[src/rtl/dsram_arbiter.sv]
// dsram_arbiter: shares the single data SRAM port between M0 (MEM-stage load/store) and M1 (secondary master).
// Latency: grant and SRAM drive are combinational in the request cycle; data_ok returns exactly RD_LAT cycles after addr_ok.
// Backpressure: the losing requester sees addr_ok=0 and holds its request; the response path has no backpressure.
//
// Ports:
//   clk, reset                     clock, asynchronous active-high reset
//   m0_req/wr/wstrb/addr/wdata     M0 request;  m0_addr_ok (accepted), m0_data_ok + m0_rdata (response)
//   m1_*                           same as M0, for M1
//   data_sram_en/we/addr/wdata     SRAM command, driven from the winner
//   data_sram_rdata                SRAM read data, RD_LAT cycles after en
module dsram_arbiter #(
  parameter int RD_LAT       = 1,
  parameter int PRIO_MODE    = 0,
  parameter int STARVE_LIMIT = 4
) (
  input  logic        clk,
  input  logic        reset,

  input  logic        m0_req,
  input  logic        m0_wr,
  input  logic [3:0]  m0_wstrb,
  input  logic [31:0] m0_addr,
  input  logic [31:0] m0_wdata,
  output logic        m0_addr_ok,
  output logic        m0_data_ok,
  output logic [31:0] m0_rdata,

  input  logic        m1_req,
  input  logic        m1_wr,
  input  logic [3:0]  m1_wstrb,
  input  logic [31:0] m1_addr,
  input  logic [31:0] m1_wdata,
  output logic        m1_addr_ok,
  output logic        m1_data_ok,
  output logic [31:0] m1_rdata,

  output logic        data_sram_en,
  output logic [3:0]  data_sram_we,
  output logic [31:0] data_sram_addr,
  output logic [31:0] data_sram_wdata,
  input  logic [31:0] data_sram_rdata
);

  localparam logic [3:0] LP_LIMIT = 4'(STARVE_LIMIT);

  logic              w_m1_pref;     // 1: M1 takes the next conflict
  logic              w_gnt0;
  logic              w_gnt1;
  logic              w_rsp_vld;
  logic              w_rsp_id;

  logic              r_rr_last;     // winner of the previous conflict (0 = M0, 1 = M1)
  logic [3:0]        r_starve_cnt;  // consecutive cycles M1 has been denied
  logic [RD_LAT-1:0] r_tag_vld;
  logic [RD_LAT-1:0] r_tag_id;

  // Conflict resolution. Both trackers are kept running in either mode;
  // only the one selected by PRIO_MODE steers the grant.
  always_comb begin
    if (PRIO_MODE == 0) begin
      w_m1_pref = ~r_rr_last;
    end else begin
      w_m1_pref = (r_starve_cnt == LP_LIMIT);
    end
  end

  // Grants are suppressed while reset is held so nothing reaches the SRAM.
  assign w_gnt0 = ~reset & m0_req & ~(m1_req &  w_m1_pref);
  assign w_gnt1 = ~reset & m1_req & ~(m0_req & ~w_m1_pref);

  always_ff @(posedge clk or posedge reset) begin
    if (reset) begin
      r_rr_last    <= 1'b1;         // pretend M1 won last, so M0 gets the first conflict
      r_starve_cnt <= '0;
      r_tag_vld    <= '0;
      r_tag_id     <= '0;
    end else begin
      if (m0_req && m1_req) begin
        r_rr_last <= w_gnt1;
      end

      if (m1_req && !w_gnt1) begin
        if (r_starve_cnt != LP_LIMIT) begin
          r_starve_cnt <= r_starve_cnt + 4'd1;
        end
      end else begin
        r_starve_cnt <= '0;
      end

      // Tag pipeline: one slot per cycle of SRAM latency, shifts unconditionally.
      r_tag_vld[0] <= w_gnt0 | w_gnt1;
      r_tag_id[0]  <= w_gnt1;
      for (int i = 1; i < RD_LAT; i++) begin
        r_tag_vld[i] <= r_tag_vld[i-1];
        r_tag_id[i]  <= r_tag_id[i-1];
      end
    end
  end

  assign m0_addr_ok   = w_gnt0;
  assign m1_addr_ok   = w_gnt1;
  assign data_sram_en = w_gnt0 | w_gnt1;

  always_comb begin
    data_sram_we    = 4'b0;
    data_sram_addr  = 32'h0;
    data_sram_wdata = 32'h0;
    if (w_gnt1) begin
      data_sram_we    = m1_wr ? m1_wstrb : 4'b0;
      data_sram_addr  = m1_addr;
      data_sram_wdata = m1_wdata;
    end else if (w_gnt0) begin
      data_sram_we    = m0_wr ? m0_wstrb : 4'b0;
      data_sram_addr  = m0_addr;
      data_sram_wdata = m0_wdata;
    end
  end

  // Response routing from the oldest tag slot.
  assign w_rsp_vld = r_tag_vld[RD_LAT-1] & ~reset;
  assign w_rsp_id  = r_tag_id[RD_LAT-1];

  assign m0_data_ok = w_rsp_vld & ~w_rsp_id;
  assign m1_data_ok = w_rsp_vld &  w_rsp_id;
  assign m0_rdata   = m0_data_ok ? data_sram_rdata : 32'h0;
  assign m1_rdata   = m1_data_ok ? data_sram_rdata : 32'h0;

endmodule

[config.mk]
export PLATFORM = sky130hd
export DESIGN_NAME = dsram_arbiter
export DESIGN_NICKNAME = d
export VERILOG_FILES = /design/src/rtl/dsram_arbiter.sv
export SDC_FILE = /design/constraint.sdc
export NUM_CORES = 1
export LEC_CHECK = 0
export CORE_AREA = 4 4 119 121
export DETAILED_ROUTE_END_ITERATION = 10
export DIE_AREA = 0 0 123 125
export PLACE_DENSITY = 0.52
export SYNTH_ARGS = -nofsm -noshare
export SYNTH_HDL_FRONTEND = slang
export SYNTH_SLANG_ARGS = --single-unit
[constraint.sdc]
create_clock -name clk -period 1.8 [get_ports clk]
set_input_delay 0.27 -clock clk [delete_from_list [all_inputs] [get_ports clk]]
set_output_delay 0.27 -clock clk [all_outputs]
set_load 0.005 [all_outputs]
==> flow_metrics.env <==
export IMPL_status="finished with violations"
export IMPL_violations="negative setup slack"
export IMPL_tightestPinTransition_ns=0.281
export IMPL_drc=0
export IMPL_std_cell_rows=42
export IMPL_hold_class="primary input to async pin"
export IMPL_htree_levels=1
export IMPL_clkSinkCount=3
export IMPL_syn_area_um2=1280
export IMPL_die_h_um=125
export IMPL_most_common_layout_cells="172 x clkdlybuf4s50_1, 62 x a22o_1, 60 x buf_2, 57 x and2_1, 39 x clkbuf_2"
export IMPL_p_int_w=0.00119
export IMPL_grt_usage_pct=15.2
export IMPL_cts_root_buf="clkbuf_16"
export IMPL_slowest_delay_ns=0.52
export IMPL_syn_nets=343
export IMPL_synth_area_top_cells="a22o_1 44%, and2_1 31%, dfrtp_1 3.9%"
export IMPL_relSlewSlack_pct=81.2
export IMPL_max_clock_freq_mhz=509
export IMPL_dieArea_um2=15400
export IMPL_drv_slew=0
export IMPL_cts_hold_buf=0
export IMPL_antenna_found_initial=0
export IMPL_crit_path_start_kind="flop"
export IMPL_initial_utilization_pct=9.77
export IMPL_cp_slowest_cell="dfstp_2"
export IMPL_end_kind="output pin"
export IMPL_post_drt_wl_per_cell_um=18.9
export IMPL_setup_violations_final=70
export IMPL_powerDensity_nw_per_um2=335
export IMPL_seqCellArea_um2=76.3
export IMPL_grt_overflow=0
export IMPL_die_x_um=123
export IMPL_synth_avg_cell_area_um2=7.57
export IMPL_instances_no_fill=690
export IMPL_synth_top_cell_area_share_pct=43.8
export IMPL_r2r_start="r_rr_last$_DFFE_PP1P_"
export IMPL_wl_um=13000
export IMPL_drtIter0Drc=69
export IMPL_grt_pass1_wl_um=17900
export IMPL_synth_area_leader_cell="a22o_1"
export IMPL_power_leakage_nw=2.36
export IMPL_syn_instance_count=169
export IMPL_synth_distinct_cells=18
export IMPL_switching_share_pct=28.5
export IMPL_multi_input_comb_area_um2=1150
export IMPL_fin_skew_ns=0.000175
export IMPL_critical_path_arrival_ns=1.70
export IMPL_first_global_vias=2923
export IMPL_io_pins=311
export IMPL_postRouteAntennaNets=0
export IMPL_worstPathMaxFanout=7
export IMPL_critical_path_class="flop to output pin"
export IMPL_setup_ws_ns=-0.166
export IMPL_vias=2780
export IMPL_drv_cap=0
export IMPL_finalCriticalPeriod_ns=1.97
export IMPL_r2r_slack_ns=0.80
export IMPL_layout_commonest_cell="clkdlybuf4s50_1"
export IMPL_yosysSeqAreaShare_pct=5.97
export IMPL_hold_viol_final=0
export IMPL_core_area_um2=13100
export IMPL_required_ns=1.53
export IMPL_placed_area_um2=4660
export IMPL_power_frac_seq_pct=5.4
export IMPL_dr_pass1_iters=4
export IMPL_fillers=1368
export IMPL_critPathTopFamily="flip-flops"
export IMPL_ys_warn_count=0
export IMPL_n_antenna_cell=0
export IMPL_combPwrFrac_pct=73.2
export IMPL_avgViaCountPerCell=4.03
export IMPL_dp_cells=650
export IMPL_area_growth_pct=288
export IMPL_min_period_over_period_pct=109
export IMPL_cts_buffers=3
export IMPL_dp_hpwl_um=9910
export IMPL_r2r_end="r_tag_id$_DFF_PP0_"
export IMPL_numPortBuffers=310
export IMPL_switchingPower_w=0.000473
export IMPL_postLayoutCellArea_um2=4960
export IMPL_gp_congestion=0.939
export IMPL_cts_tree="done"
export IMPL_fin_nets=689
export IMPL_crit_path_cell_trace="nand2b_4 -> and3_4 -> buf_6 -> buf_6 -> clkbuf_16 -> a22o_1 -> buf_2"
export IMPL_clockPowerShare_pct=21.4
export IMPL_grt_max_degree=27
export IMPL_cp_num_buf_inv=4
export IMPL_cts_reportedPaths_clkPinSlew_ns=0.03
export IMPL_reg2reg_depth=3
export IMPL_ir_drop_v=0.000224
export IMPL_crit_top_cell="buf_6"
export IMPL_rsz0062_at_grt="yes"
export IMPL_final_layout_size_suffix_gt1_share_pct=35.4
export IMPL_yosys_register_bits=3
export IMPL_cts_max_path_buffers=2
export IMPL_clk_latency_ns=0.22
==> power groups by stage <==
| stage | clock network, W | logic, W | registers (W) |
|---|---|---|---|
| after floorplan | 0 | 0.000293 | 0.0000904 |
| after global routing | 0.000373 | 0.00129 | 0.0000918 |
| after detailed placement | 0 | 0.00113 | 0.0000873 |
| after global placement | 0 | 0.00113 | 0.0000870 |
| after CTS | 0.000365 | 0.00117 | 0.0000877 |
| final | 0.000355 | 0.00122 | 0.0000899 |
==> final cells by class <==
cell class | instances | area share (%)
Clock buffer | 4 | 1.59
Multi-Input combinational cell | 143 | 23.2
Sequential cell | 3 | 1.54
Timing Repair Buffer | 362 | 69.1
Inverter | 2 | 0.151
Tap cell | 176 | 4.44
==> synthesized netlist by cell type, drive strengths merged <==
cell    count
a22o       64
and2       64
buf        16
clkbuf      5
a32o        4
a31oi       2
and3        2
dfrtp       2
inv         2
nand2b      2
nor2        2
a211oi      1
a21oi       1
dfstp       1
nor3b       1
==> how the worst max path moves through the flow <==
stage	startpoint	end	slack (ns)	cells after the start
after floorplan	r_rr_last$_DFFE_PP1P_	data_sram_wdata[12]	0.28	6
after global placement	reset	data_sram_addr[31]	-0.61	6
after detailed placement	m1_req	data_sram_addr[31]	-0.57	6
after CTS	r_rr_last$_DFFE_PP1P_	data_sram_we[1]	-0.42	5
after global routing	r_rr_last$_DFFE_PP1P_	data_sram_addr[15]	-0.25	7
final	r_rr_last$_DFFE_PP1P_	data_sram_wdata[26]	-0.17	7
==> cell families after synthesis <==
family / count (synthesis) / synth area share (%)
buffers and inverters: 23 / 10.7
flip-flops: 3 / 5.97
AND/OR/NAND/NOR: 71 / 34.4
AO/OA/AOI/OAI: 72 / 48.9
==> sequential cells by signal (all words and copies together) (netlist names) <==
| name | cells |
|---|---|
| r_tag_vld | 1 |
| r_tag_id | 1 |
| r_rr_last | 1 |
==> metrics by stage <==
| stage | worst slack, ns | setup TNS (ns) | util [%] | hold WS [ns] | power (W) |
|---|---|---|---|---|---|
| after floorplan | 0.282 | 0 | - | 0.0420 | 0.000384 |
| after global placement | -0.608 | -62.85 | 35.6 | 0.617 | 0.00121 |
| after detailed placement | -0.572 | -61.51 | 35.6 | 0.600 | 0.00121 |
| after CTS | -0.423 | -16.13 | 38.4 | 0.0421 | 0.00162 |
| after global routing | -0.249 | -10.61 | 37.9 | 0.0676 | 0.00176 |
| final | -0.166 | -5.07 | 37.9 | 0.0424 | 0.00166 |
==> per-layer routing <==
| metal | vias to the layer above | global-route usage (%) | wire length [um] |
|---|---|---|---|
| met3 | 12 | 2.76 | 974 |
| met4 | 0 | 3.32 | 161 |
| met2 | 143 | 27.9 | 6770 |
| li1 | 1336 | - | - |
| met5 | - | 0 | 0 |
| met1 | 1289 | 18.3 | 5130 |
==> what timing repair did <==
item                                    CTS  global route
pin swaps                                 9            37
resized for setup                       277           237
buffers inserted                         15            14
endpoints found under the setup margin  137           130
cloned                                    8             5
==> tightest hold or removal path: stages <==
cell	delay [ns]
buf_2	0.12
inv_1	0.07
buf_4	0.13
(Power assumes the default switching activity.)
